## config.mk

```make
export PLATFORM = sky130hd
export DESIGN_NAME = pc_sequencer_flat
export DESIGN_NICKNAME = d
export VERILOG_FILES = /design/src/rtl/pc_sequencer_pkg.sv /design/src/rtl/pc_sequencer_if.sv /design/src/rtl/pc_sequencer_ras_stack.sv /design/src/rtl/pc_sequencer.sv /design/src/flat_wrapper.sv
export SDC_FILE = /design/constraint.sdc
export NUM_CORES = 1
export LEC_CHECK = 0
export CORE_MARGIN = 2
export CORE_UTILIZATION = 40
export DETAILED_ROUTE_END_ITERATION = 7
export DONT_BUFFER_PORTS = 1
export GPL_TIMING_DRIVEN = 0
export SLEW_MARGIN = 10
export SYNTH_ARGS = -nofsm -noshare
export SYNTH_HDL_FRONTEND = slang
export SYNTH_HIERARCHICAL = 1
export SYNTH_SLANG_ARGS = --single-unit
```

## constraint.sdc

```tcl
create_clock -name CLK -period 1.9 [get_ports CLK]
set_input_delay 0.095 -clock CLK [delete_from_list [all_inputs] [get_ports CLK]]
set_output_delay 0.095 -clock CLK [all_outputs]
set_load 0.05 [all_outputs]
```

## src/rtl/pc_sequencer_pkg.sv

```systemverilog
// Shared types and default sizing for the fetch-stage program-counter sequencer.
package pc_seq_pkg;
   localparam int PC_W_DEF      = 8;
   localparam int OFF_W_DEF     = 6;
   localparam int RAS_DEPTH_DEF = 4;

   typedef enum logic [2:0] {
      NPC_HOLD,
      NPC_INC,
      NPC_ABS,
      NPC_REL,
      NPC_RET
   } npc_sel_t;
endpackage

```

## src/rtl/pc_sequencer_if.sv

```systemverilog
// Control and status bundle between the core's fetch control and the PC sequencer.
interface pc_sequencer_if
   import pc_seq_pkg::*;
#(
   parameter int PC_W      = PC_W_DEF,
   parameter int OFF_W     = OFF_W_DEF,
   parameter int RAS_DEPTH = RAS_DEPTH_DEF
) ();
   logic                         Halt;
   logic                         jump;
   logic                         branch_rel;
   logic                         call;
   logic                         ret;
   logic [PC_W-1:0]              target;
   logic [OFF_W-1:0]             offset;
   logic                         clr_err;
   logic [PC_W-1:0]              PC;
   logic [$clog2(RAS_DEPTH):0]   ras_count;
   logic                         ras_ovf;
   logic                         ras_unf;

   modport master (
      output Halt, jump, branch_rel, call, ret, target, offset, clr_err,
      input  PC, ras_count, ras_ovf, ras_unf
   );

   modport slave (
      input  Halt, jump, branch_rel, call, ret, target, offset, clr_err,
      output PC, ras_count, ras_ovf, ras_unf
   );
endinterface

```

## src/rtl/pc_sequencer_ras_stack.sv

```systemverilog
// Circular return-address stack: saturating count, a push onto a full stack overwrites the oldest entry.
module ras_stack
   import pc_seq_pkg::*;
#(
   parameter int RAS_DEPTH = RAS_DEPTH_DEF,
   parameter int PC_W      = PC_W_DEF
) (
   input  logic                       CLK,
   input  logic                       Reset_n,
   input  logic                       push,
   input  logic                       pop,
   input  logic [PC_W-1:0]            push_data,
   output logic [PC_W-1:0]            top,
   output logic [$clog2(RAS_DEPTH):0] count,
   output logic                       full,
   output logic                       empty
);
   localparam int PTR_W = $clog2(RAS_DEPTH);
   localparam int CNT_W = PTR_W + 1;

   logic [PC_W-1:0]  mem [RAS_DEPTH];
   logic [PTR_W-1:0] wr_ptr;

   // wr_ptr names the next free slot, so the wrap onto the oldest entry falls out of the modulo pointer
   assign top   = mem[wr_ptr - PTR_W'(1)];
   assign full  = (count == CNT_W'(RAS_DEPTH));
   assign empty = (count == '0);

   always_ff @(posedge CLK or negedge Reset_n) begin
      if (!Reset_n) begin
         wr_ptr <= '0;
         count  <= '0;
      end else if (push) begin
         wr_ptr <= wr_ptr + PTR_W'(1);
         if (!full)
            count <= count + CNT_W'(1);
      end else if (pop && !empty) begin
         wr_ptr <= wr_ptr - PTR_W'(1);
         count  <= count - CNT_W'(1);
      end
   end

   always_ff @(posedge CLK) begin
      if (push)
         mem[wr_ptr] <= push_data;
   end
endmodule

```

## src/rtl/pc_sequencer.sv

```systemverilog
// Fetch-stage PC sequencer: halt, jump, relative branch and call/return with sticky RAS error flags.
module pc_sequencer
   import pc_seq_pkg::*;
#(
   parameter int PC_W      = PC_W_DEF,
   parameter int OFF_W     = OFF_W_DEF,
   parameter int RAS_DEPTH = RAS_DEPTH_DEF
) (
   input  logic           CLK,
   input  logic           Reset_n,
   pc_sequencer_if.slave  bus
);
   localparam int CNT_W = $clog2(RAS_DEPTH) + 1;

   npc_sel_t          npc_sel;
   logic              push;
   logic              pop;
   logic              ovf_set;
   logic              unf_set;
   logic [PC_W-1:0]   pc_q;
   logic [PC_W-1:0]   pc_inc;
   logic [PC_W-1:0]   pc_rel;
   logic [PC_W-1:0]   ras_top;
   logic [CNT_W-1:0]  ras_cnt;
   logic              ras_full;
   logic              ras_empty;
   logic              ovf_q;
   logic              unf_q;

   assign pc_inc = pc_q + PC_W'(1);
   assign pc_rel = pc_q + PC_W'(signed'(bus.offset));

   // Priority decode; ret shadows call so a simultaneous pair never pushes
   always_comb begin
      npc_sel = NPC_INC;
      push    = 1'b0;
      pop     = 1'b0;
      ovf_set = 1'b0;
      unf_set = 1'b0;
      if (bus.Halt) begin
         npc_sel = NPC_HOLD;
      end else if (bus.ret) begin
         if (ras_empty) begin
            npc_sel = NPC_INC;
            unf_set = 1'b1;
         end else begin
            npc_sel = NPC_RET;
            pop     = 1'b1;
         end
      end else if (bus.call) begin
         npc_sel = NPC_ABS;
         push    = 1'b1;
         ovf_set = ras_full;
      end else if (bus.jump) begin
         npc_sel = NPC_ABS;
      end else if (bus.branch_rel) begin
         npc_sel = NPC_REL;
      end
   end

   always_ff @(posedge CLK or negedge Reset_n) begin
      if (!Reset_n) begin
         pc_q <= '0;
      end else begin
         case (npc_sel)
            NPC_HOLD: pc_q <= pc_q;
            NPC_INC:  pc_q <= pc_inc;
            NPC_ABS:  pc_q <= bus.target;
            NPC_REL:  pc_q <= pc_rel;
            NPC_RET:  pc_q <= ras_top;
            default:  pc_q <= pc_q;
         endcase
      end
   end

   // A fresh error outranks clr_err in the same cycle
   always_ff @(posedge CLK or negedge Reset_n) begin
      if (!Reset_n) begin
         ovf_q <= 1'b0;
         unf_q <= 1'b0;
      end else begin
         ovf_q <= ovf_set | (ovf_q & ~bus.clr_err);
         unf_q <= unf_set | (unf_q & ~bus.clr_err);
      end
   end

   ras_stack #(
      .RAS_DEPTH (RAS_DEPTH),
      .PC_W      (PC_W)
   ) u_ras (
      .CLK       (CLK),
      .Reset_n   (Reset_n),
      .push      (push),
      .pop       (pop),
      .push_data (pc_inc),
      .top       (ras_top),
      .count     (ras_cnt),
      .full      (ras_full),
      .empty     (ras_empty)
   );

   assign bus.PC        = pc_q;
   assign bus.ras_count = ras_cnt;
   assign bus.ras_ovf   = ovf_q;
   assign bus.ras_unf   = unf_q;
endmodule

```

## src/flat_wrapper.sv

```systemverilog
// flat-port wrapper written by rule: the top's interface ports become plain ports
module pc_sequencer_flat import pc_seq_pkg::*;
#(
   parameter int PC_W      = PC_W_DEF,
   parameter int OFF_W     = OFF_W_DEF,
   parameter int RAS_DEPTH = RAS_DEPTH_DEF
)
  (CLK, Reset_n, bus_Halt, bus_jump, bus_branch_rel, bus_call, bus_ret, bus_target, bus_offset, bus_clr_err, bus_PC, bus_ras_count, bus_ras_ovf, bus_ras_unf);
  pc_sequencer_if #(.PC_W(PC_W), .OFF_W(OFF_W), .RAS_DEPTH(RAS_DEPTH)) bus_i ();
  input  logic CLK;
  input  logic Reset_n;
  input wire logic [$bits(bus_i.Halt)-1:0] bus_Halt;
  input wire logic [$bits(bus_i.jump)-1:0] bus_jump;
  input wire logic [$bits(bus_i.branch_rel)-1:0] bus_branch_rel;
  input wire logic [$bits(bus_i.call)-1:0] bus_call;
  input wire logic [$bits(bus_i.ret)-1:0] bus_ret;
  input wire logic [$bits(bus_i.target)-1:0] bus_target;
  input wire logic [$bits(bus_i.offset)-1:0] bus_offset;
  input wire logic [$bits(bus_i.clr_err)-1:0] bus_clr_err;
  output wire logic [$bits(bus_i.PC)-1:0] bus_PC;
  output wire logic [$bits(bus_i.ras_count)-1:0] bus_ras_count;
  output wire logic [$bits(bus_i.ras_ovf)-1:0] bus_ras_ovf;
  output wire logic [$bits(bus_i.ras_unf)-1:0] bus_ras_unf;
  assign bus_i.Halt = bus_Halt;
  assign bus_i.jump = bus_jump;
  assign bus_i.branch_rel = bus_branch_rel;
  assign bus_i.call = bus_call;
  assign bus_i.ret = bus_ret;
  assign bus_i.target = bus_target;
  assign bus_i.offset = bus_offset;
  assign bus_i.clr_err = bus_clr_err;
  assign bus_PC = bus_i.PC;
  assign bus_ras_count = bus_i.ras_count;
  assign bus_ras_ovf = bus_i.ras_ovf;
  assign bus_ras_unf = bus_i.ras_unf;
  pc_sequencer #(.PC_W(PC_W), .OFF_W(OFF_W), .RAS_DEPTH(RAS_DEPTH)) u_core (.CLK(CLK), .Reset_n(Reset_n), .bus(bus_i));
endmodule
```

## Word-level counts from Yosys, hierarchy flattened

Memory sizes are Yosys's and may differ from the RTL's.
Cells that the tools add are included.
Widths: inputs -> output; s select.

| word-level totals | value |
|---|---|
| register bits after elaboration | 15 |
| RAM bits | 32 |
| bits of input ports | 22 |
| logic and storage cells | 55 |
| memories kept | 1 |

| cells by class | value |
|---|---|
| $add $sub $neg | 6 |
| equality and inequality tests | 6 |
| muxes and demuxes | 26 |
| bitwise gates (word level) | 5 |
| reduce and logical (&&, ||, !) cells | 6 |

Memory list:

| name | words | bits a word | read ports | clocked after Yosys merged registers in | write ports | line | text |
|---|---|---|---|---|---|---|---|
| u_core.u_ras.mem | 4 | 8 | 1 | 0 | 1 | pc_sequencer_ras_stack.sv:21 | `logic [PC_W-1:0] mem [RAS_DEPTH];` |

Operators with widths:

| kind | count |
|---|---|
| $pmux 8 s4 | 1 |
| $mux 3 | 8 |
| $mux 1 | 14 |
| $add 8x1->8 const B | 1 |
| $add 8x8->8 | 1 |
| $eq 3x2->1 const B | 2 |
| $eq 3x3->1 const B | 2 |
| $mux 2 | 3 |
| $reduce_bool 4->1 | 1 |
| $add 3x1->3 const B | 1 |
| $eq 3x1->1 const B | 1 |
| $logic_not 3->1 | 1 |
| $sub 3x1->3 const B | 1 |
| $add 2x1->2 const B | 1 |
| $and 1x1->1 | 2 |
| $ne 2x2->1 const B | 1 |
| $or 1x1->1 | 2 |
| $reduce_and 2->1 | 1 |
| $reduce_bool 2->1 | 1 |
| $sub 2x1->2 const B | 1 |
| $logic_and 1x1->1 | 1 |
| $logic_not 1->1 | 1 |
| $not 1->1 | 1 |

## Longest topological paths before layout

Gate-level depths: netlist of the first run.

| logic depth | value |
|---|---|
| depth after elaboration | 7 |
| mapped depth | 8 |

## Hierarchy

The synthesis of the first run kept the hierarchy.

By module, submodules not included:

| module | times used | cells each | area each (µm²) | sequential area each (µm²) |
|---|---|---|---|---|
| ras_stack | 1 | 86 | 1565.3 | 1086.0 |
| pc_sequencer | 1 | 115 | 1057.3 | 250.2 |

## Worst setup path before layout of the first run

No wires, ideal clock.

| path | value |
|---|---|
| kind | register to register |
| start | reg u_core.pc_q[0] (netlist: u_core/bus.PC[0]) |
| end | reg u_core.pc_q[4] (netlist: u_core/bus.PC[4]) |
| arrival | 2.139 ns |
| setup slack | -0.383 ns |
| cell stages (with the launch flop) | 8 |
| buffers on the path | 0 |
| period minus slack after synthesis | 2.283 ns |
| cells stage by stage | dfrtp_1 ha_1 fa_1 a21o_1 a21oi_1 xnor2_1 a222oi_1 a221oi_1 |

| between the ends | value |
|---|---|
| word-level cells in the longest chain between the ends | 2 |

RTL lines:

| what | line | text |
|---|---|---|
| start: declaration | pc_sequencer.sv:20 | `logic [PC_W-1:0] pc_q;` |
| start signal: assignment | pc_sequencer.sv:66 | `NPC_HOLD: pc_q <= pc_q;` |
| start signal: assignment | pc_sequencer.sv:67 | `NPC_INC: pc_q <= pc_inc;` |
| start signal: assignment | pc_sequencer.sv:68 | `NPC_ABS: pc_q <= bus.target;` |
| $add 8x8->8 or $add 8x1->8 (tied branches) | pc_sequencer.sv:31, pc_sequencer.sv:30 |  |
| $pmux 8 s4 (*) | pc_sequencer.sv:65 | `case (npc_sel)` |

Every way passes the cells marked *; elsewhere a longest branch is shown, timed or not.
A chain may end at the register's enable or synchronous reset.

## Final worst setup path of the first run

Same ends and word-level chain as after synthesis.

==> reports/results.tsv, run 1 <==
metric	value	unit
status	complete, but fails checks	
failing checks	negative setup slack	
Initial Util	41.30	%
Total GRT Usage	17.16	%
Leakage	1.100	nW
share of the synthesized area in the top cell type	36.64	%
pin count of the biggest net entering global routing	19	
routability cong.	0.7771	
Final WS setup	-203.1	ps
Worst Setup End Kind	flip-flop	
drt total wl	5800	microns
M2 GR Usage	29.40	%
Rows	29	
Syn Area/Cell	13.05	sq um
top cells by area, synth	edfxtp_1, dfrtp_1, mux4_2, ha_1, xnor2_1	
Via density	5.946	
I/O Pins	35	
RSZ-0062 raised after global routing	true	
Final Skew	9.629	ps
Worst Max-Slew Pin Slew	738.4	ps
Die W	84.97	microns
GRT met1 Usage	21.99	%
HP Start	bus_clr_err	
EDFF count, synth	32	
met3 usage	3.599	%
max-cap violation count	0	
DR vias	1766	
Port Buffers	0	
DRT Pass-1 Iters	6	
CTS Root Cell	clkbuf_8	
Worst path max stage delay	600	ps
DP Wirelength	4045	microns
Core Footprint	6350	sq um
DRC viols	0	
worst skew pair latency	300	ps
critical-path cell list	ha_4 > fa_2 > a21o_1 > a21oi_2 > xnor2_1 > a222oi_1 > a221oi_1	
top cells by count, synth	edfxtp_1, dfrtp_1, ha_1, nand2_1	
Final setup viols	5	
prevailing post-synth register cell	edfxtp_1	
final hold vios	0	
final instance area	3093	sq um
critical path class	flip-flop to flip-flop	
average wire per standard cell	19.53	microns
vias in the first global route	1873	
asr flop ratio synth	31.91	%
hold_ws	11.33	ps
pre-CTS setup slack	-306.6	ps
Yosys cell types	51	
Critical Path RT	2080	ps
Area Overhead vs Synth	17.94	%
Peak VDD IR	915.5	uV
Final Max Slew Viols	0	
CP startpoint	u_core/bus.PC[0]	
# nets final	255	
FMAX	475.5	MHz
Tcrit/Tclk final	110.7	%
CTS buffer count	5	
1st-iter DRT viols	128	
total grt overflow	0	
reg2reg start	u_core/bus.PC[0]	
Die Y-Extent	84.97	microns
setup TNS	-736.2	ps
H-Tree Depth	2	
Tightest Hold Check Type	input pin to flip-flop	
CTS Sinks	47	
Worst EP arrival	2280	ps
initial antenna violation count	0	
antenna diode instance count	0	
first-pass GRT wire length	9542	microns
critical path's slowest cell	dfrtp_4	
Period minus WS final	2103	ps
post-route antenna net violation count	0	
Reg clk slew, reported paths	100	ps
critical path startpoint category	flip-flop	
leading area contributor after synthesis	edfxtp_1	
post-synthesis cell count	201	
Cell Area, Placed	2790	sq um
Max Buffers Root-to-Sink	2	
share of layout cells above drive strength 1	30.00	%
CTS tree	done	
Cell Area, Synth	2623	sq um
CP max FO	6	
sequential area share after synthesis	50.95	%
Seq cells post-synth	47	
most used routing layer	met2	
die area	7220	sq um
most frequent cell after synthesis	edfxtp_1	
Worst slew margin	50.61	%
Ys Warns	6	
Syn Nets	237	
P per Cell Area	1556	nW/um^2
==> placed cells by master, fill, tap and decap left out, drive strengths merged, types with 4 or more instances in the layout <==
cell / n
a211oi: 4
a21boi: 4
a21oi: 10
a222oi: 5
and2: 7
buf: 14
clkbuf: 5
dfrtp: 15
edfxtp: 32
ha: 12
inv: 12
mux4: 8
nand2: 12
nand3: 6
nor2: 10
nor3: 4
o21ai: 7
xnor2: 7
xor2: 6
==> worst max-delay path, delay by kind of cell (launching register included) <==
kind / cells / cell delay, ps
AOI/OAI and AO/OA: 4 / 710
xor gates and xnor gates: 1 / 80
adders and majority gates: 2 / 580
DFF: 1 / 600
==> layout make-up <==
class                           instances  area (sq um)
Fill cell                             545          3257
Tap cell                               77         96.34
Multi-Input combinational cell        139          1340
Buffer                                  4         41.29
Clock inverter                          3         28.78
Sequential cell                        47          1366
Timing Repair Buffer                   13         112.6
Inverter                                9         38.79
Clock buffer                            5         68.82
==> metrics by stage <==
stage | std cells | utilization, % | total power [mW]
after floorplan | 201 | - | 3.433
after global placement | 278 | 43.94 | 3.807
after detailed placement | 278 | 43.94 | 3.821
after CTS | 297 | 48.47 | 4.784
after global routing | 297 | 48.71 | 5.154
final | 297 | 48.71 | 4.812
==> layer usage <==
layer | vias to the layer above | wire, microns
li1 | 827 | -
met1 | 890 | 2582
met2 | 42 | 2941
met3 | 7 | 210
met4 | 0 | 67
met5 | - | 0
==> where the power goes <==
part	leakage (nW)	internal (mW)	switching (mW)
Sequential	0.461	1.43	0.670
Clock	0.0511	0.278	0.371
Combinational	0.588	1.06	1.00
Total	1.10	2.77	2.05
==> registers in the layout, indices dropped and copies added, names as in the netlist <==
signal,count
u_core/bus.ras_ovf,1
u_core/u_ras/count,3
u_core/u_ras/wr_ptr,2
u_core/bus.ras_unf,1
u_core/u_ras/mem,32
u_core/bus.PC,8
==> path summary, 6_finish.rpt <==
kind                       slack (ps)  cells past startpoint                      to
setup reg to reg                 -200                      7        u_core/bus.PC[4]
hold / removal                     10                      2      u_core/bus.ras_unf
min in group asynchronous         290                      1        u_core/bus.PC[3]
hold reg to reg                   590                      2  u_core/u_ras/wr_ptr[1]
max in group asynchronous        1070                      1   u_core/u_ras/count[0]
setup / recovery                 -200                      7        u_core/bus.PC[4]
==> logic make-up (layout without fill, tap and decap cells) <==
kind of cell,after synthesis,count (layout),synth area share [%]
fa+ha+maj,14,14,7.252
xor+xnor,13,13,4.342
simple gates,45,45,9.256
buf+inv,15,34,3.339
compound gates,58,58,17.61
mux,9,9,7.252
flops,47,47,50.95
==> timing repair <==
action | 4_1_cts | 5_1_grt
hold buffers | 3 | 0
setup endpoints to repair | 8 | 8
endpoints found under the hold margin | 17 | 0
pin swaps | 19 | 7
gates resized for setup | 19 | 7
buffers inserted | 10 | 0
Note: power is estimated with default switching activity, not from simulation.
==> run 2: changes to the inputs <==
--- a/config.mk
+++ b/config.mk
@@ -5,11 +5,14 @@
 export SDC_FILE = /design/constraint.sdc
 export NUM_CORES = 1
 export LEC_CHECK = 0
+export CELL_PAD_IN_SITES_DETAIL_PLACEMENT = 1
+export CELL_PAD_IN_SITES_GLOBAL_PLACEMENT = 1
 export CORE_MARGIN = 2
 export CORE_UTILIZATION = 40
 export DETAILED_ROUTE_END_ITERATION = 7
 export DONT_BUFFER_PORTS = 1
 export GPL_TIMING_DRIVEN = 0
+export PLACE_DENSITY_LB_ADDON = 0.1
 export SLEW_MARGIN = 10
 export SYNTH_ARGS = -nofsm -noshare
 export SYNTH_HDL_FRONTEND = slang
==> reports/results.tsv, run 2 (synthesis gave the netlist of run 1 again) <==
metric	value	unit	change
status	complete, but fails checks		
failing checks	negative setup slack		
1st-iter DRT viols	156		+22%
Die W	84.97	microns	unchanged
CTS Sinks	47		unchanged
Total GRT Usage	19.24	%	+2.1 points
post-route antenna net violation count	0		unchanged
critical-path cell list	ha_4 > buf_4 > a211oi_4 > o211ai_1 > a2111oi_2 > o221ai_1 > o211a_1		
Port Buffers	0		unchanged
hold_ws	18.77	ps	+7.441 ps
most common cell after layout, fill and taps aside	edfxtp_1		
Worst path max stage delay	600	ps	about the same
Peak VDD IR	950.5	uV	+3.8%
Worst Setup End Kind	flip-flop		
Cell Area, Placed	2790	sq um	unchanged
Final Max Slew Viols	0		unchanged
first-pass GRT wire length	10630	microns	+11%
Reg with most FFs	u_core/u_ras/mem		
Sw Ratio	43.05	%	+0.54 points
Via density	6.043		+1.6%
commonest cells after routing, fill and taps aside	edfxtp_1, buf_4, nand2_1		
die area	7220	sq um	unchanged
Max Buffers Root-to-Sink	2		unchanged
CTS tree	done		
drt total wl	6564	microns	+13%
max-cap violation count	0		unchanged
share of layout cells above drive strength 1	32.89	%	+2.9 points
Final Skew	6.639	ps	-2.991 ps
routability cong.	0.7953		+2.3%
Seq pwr share	42.0	%	-1.7 points
vias in the first global route	2011		+7.4%
Tcrit/Tclk final	113.0	%	+2.3 points
CTS buffer count	5		unchanged
Core Footprint	6350	sq um	unchanged
initial antenna violation count	0		unchanged
RSZ-0062 raised after global routing	true		
Worst EP arrival	2340	ps	+60 ps
CP max FO	6		unchanged
worst skew pair latency	300	ps	about the same
critical path class	flip-flop to flip-flop		
Initial Util	41.30	%	unchanged
max FFs per register	32		unchanged
Period minus WS final	2147	ps	+44.07 ps
DR vias	1825		+3.3%
CTS Root Cell	clkbuf_8		
Leakage	1.128	nW	+2.5%
flop2flop setup slack	-250	ps	-40 ps
H-Tree Depth	2		unchanged
# nets final	260		+2.0%
clock share of power	12.9	%	-0.6 points
Pint	2.852	mW	+3.1%
Worst slew margin	49.20	%	-1.4 points
Tightest Hold Check Type	input pin to flip-flop		
Placed Cells	278		unchanged
Rows	29		unchanged
Die Y-Extent	84.97	microns	unchanged
Final WS setup	-247.1	ps	-44.07 ps
pre-CTS setup slack	-331.7	ps	-25.13 ps
Reg clk slew, reported paths	100	ps	about the same
pin count of the biggest net entering global routing	18		-1
Final setup viols	8		+3
Gate power share	45.1	%	+2.3 points
Worst Max-Slew Pin Slew	759.5	ps	+21.11 ps
I/O Pins	35		unchanged
DRC viols	0		unchanged
Net Sw Power	2.155	mW	+5.4%
critical path startpoint category	flip-flop		
Area Overhead vs Synth	19.75	%	
DRT Pass-1 Iters	6		unchanged
average wire per standard cell	21.74	microns	+11%
final cell count without fillers	302		+1.7%
antenna diode instance count	0		unchanged
P per Cell Area	1594	nW/um^2	+2.5%
final instance area	3141	sq um	+1.5%
DP Wirelength	4711	microns	+16%
FMAX	465.7	MHz	-2.1%
critical path's slowest cell	dfrtp_4		
Critical Path RT	2100	ps	+20 ps
total grt overflow	0		unchanged
final hold vios	0		unchanged
## run 2: what timing repair did
item,in CTS,in global routing
gates cloned,0,0
pin swaps,18,11
buffers inserted,9,7
gates resized for setup,14,13
endpoints found under the hold margin,16,0
endpoints found under the setup margin,8,8
hold buffers,2,0
## run 2: power by group through the flow
stage / Sequential, mW / Combinational [mW] / Clock [mW]
6_report: 2.10 / 2.26 / 0.646
5_1_grt: 2.13 / 2.50 / 0.710
4_1_cts: 2.09 / 2.05 / 0.677
3_5_place_dp: 2.09 / 1.83 / 0
3_3_place_gp: 2.06 / 1.72 / 0
2_1_floorplan: 2.00 / 1.43 / 0
## run 2: final timing paths
kind,cells after the start,start,to
max,7,u_core/bus.PC[0],u_core/bus.PC[7]
min,2,bus_target[5],u_core/bus.PC[5]
max in group asynchronous,1,Reset_n,u_core/bus.PC[0]
min reg2reg,2,u_core/u_ras/wr_ptr[1],u_core/u_ras/wr_ptr[1]
max reg2reg,7,u_core/bus.PC[0],u_core/bus.PC[7]
min in group asynchronous,1,Reset_n,u_core/u_ras/count[2]
## run 2: worst max-delay path: cells and delay by family, from the launching register on
family | cells | cell delay, ps
AOI/OAI and AO/OA | 5 | 1110
DFF | 1 | 600
adders and majority gates | 1 | 200
buffers and inverters | 1 | 140
## run 2: area by class of cell
| class | instances | area, sq um |
|---|---|---|
| Fill cell | 641 | 3209 |
| Sequential cell | 47 | 1364 |
| Multi-Input combinational cell | 139 | 1351 |
| Timing Repair Buffer | 18 | 155.1 |
| Tap cell | 77 | 96.34 |
| Clock buffer | 5 | 68.82 |
| Buffer | 4 | 41.29 |
| Inverter | 9 | 36.28 |
| Clock inverter | 3 | 27.53 |
## run 2: metrics by stage
stage                     TNS, ps  utilization (%)  power (mW)
after global placement      -1499            43.94       3.779
after CTS                   -1245            47.82       4.817
final                       -1279            49.46       5.007
after global routing        -2010            49.46       5.338
after detailed placement    -1973            43.94       3.911
after floorplan            -370.4                -       3.433
## run 2: per-layer routing
layer,global-route usage [%],routed length [microns]
met1,23.78,2741
met2,34.16,3495
met3,4.086,258
met4,5.051,70
met5,0,0
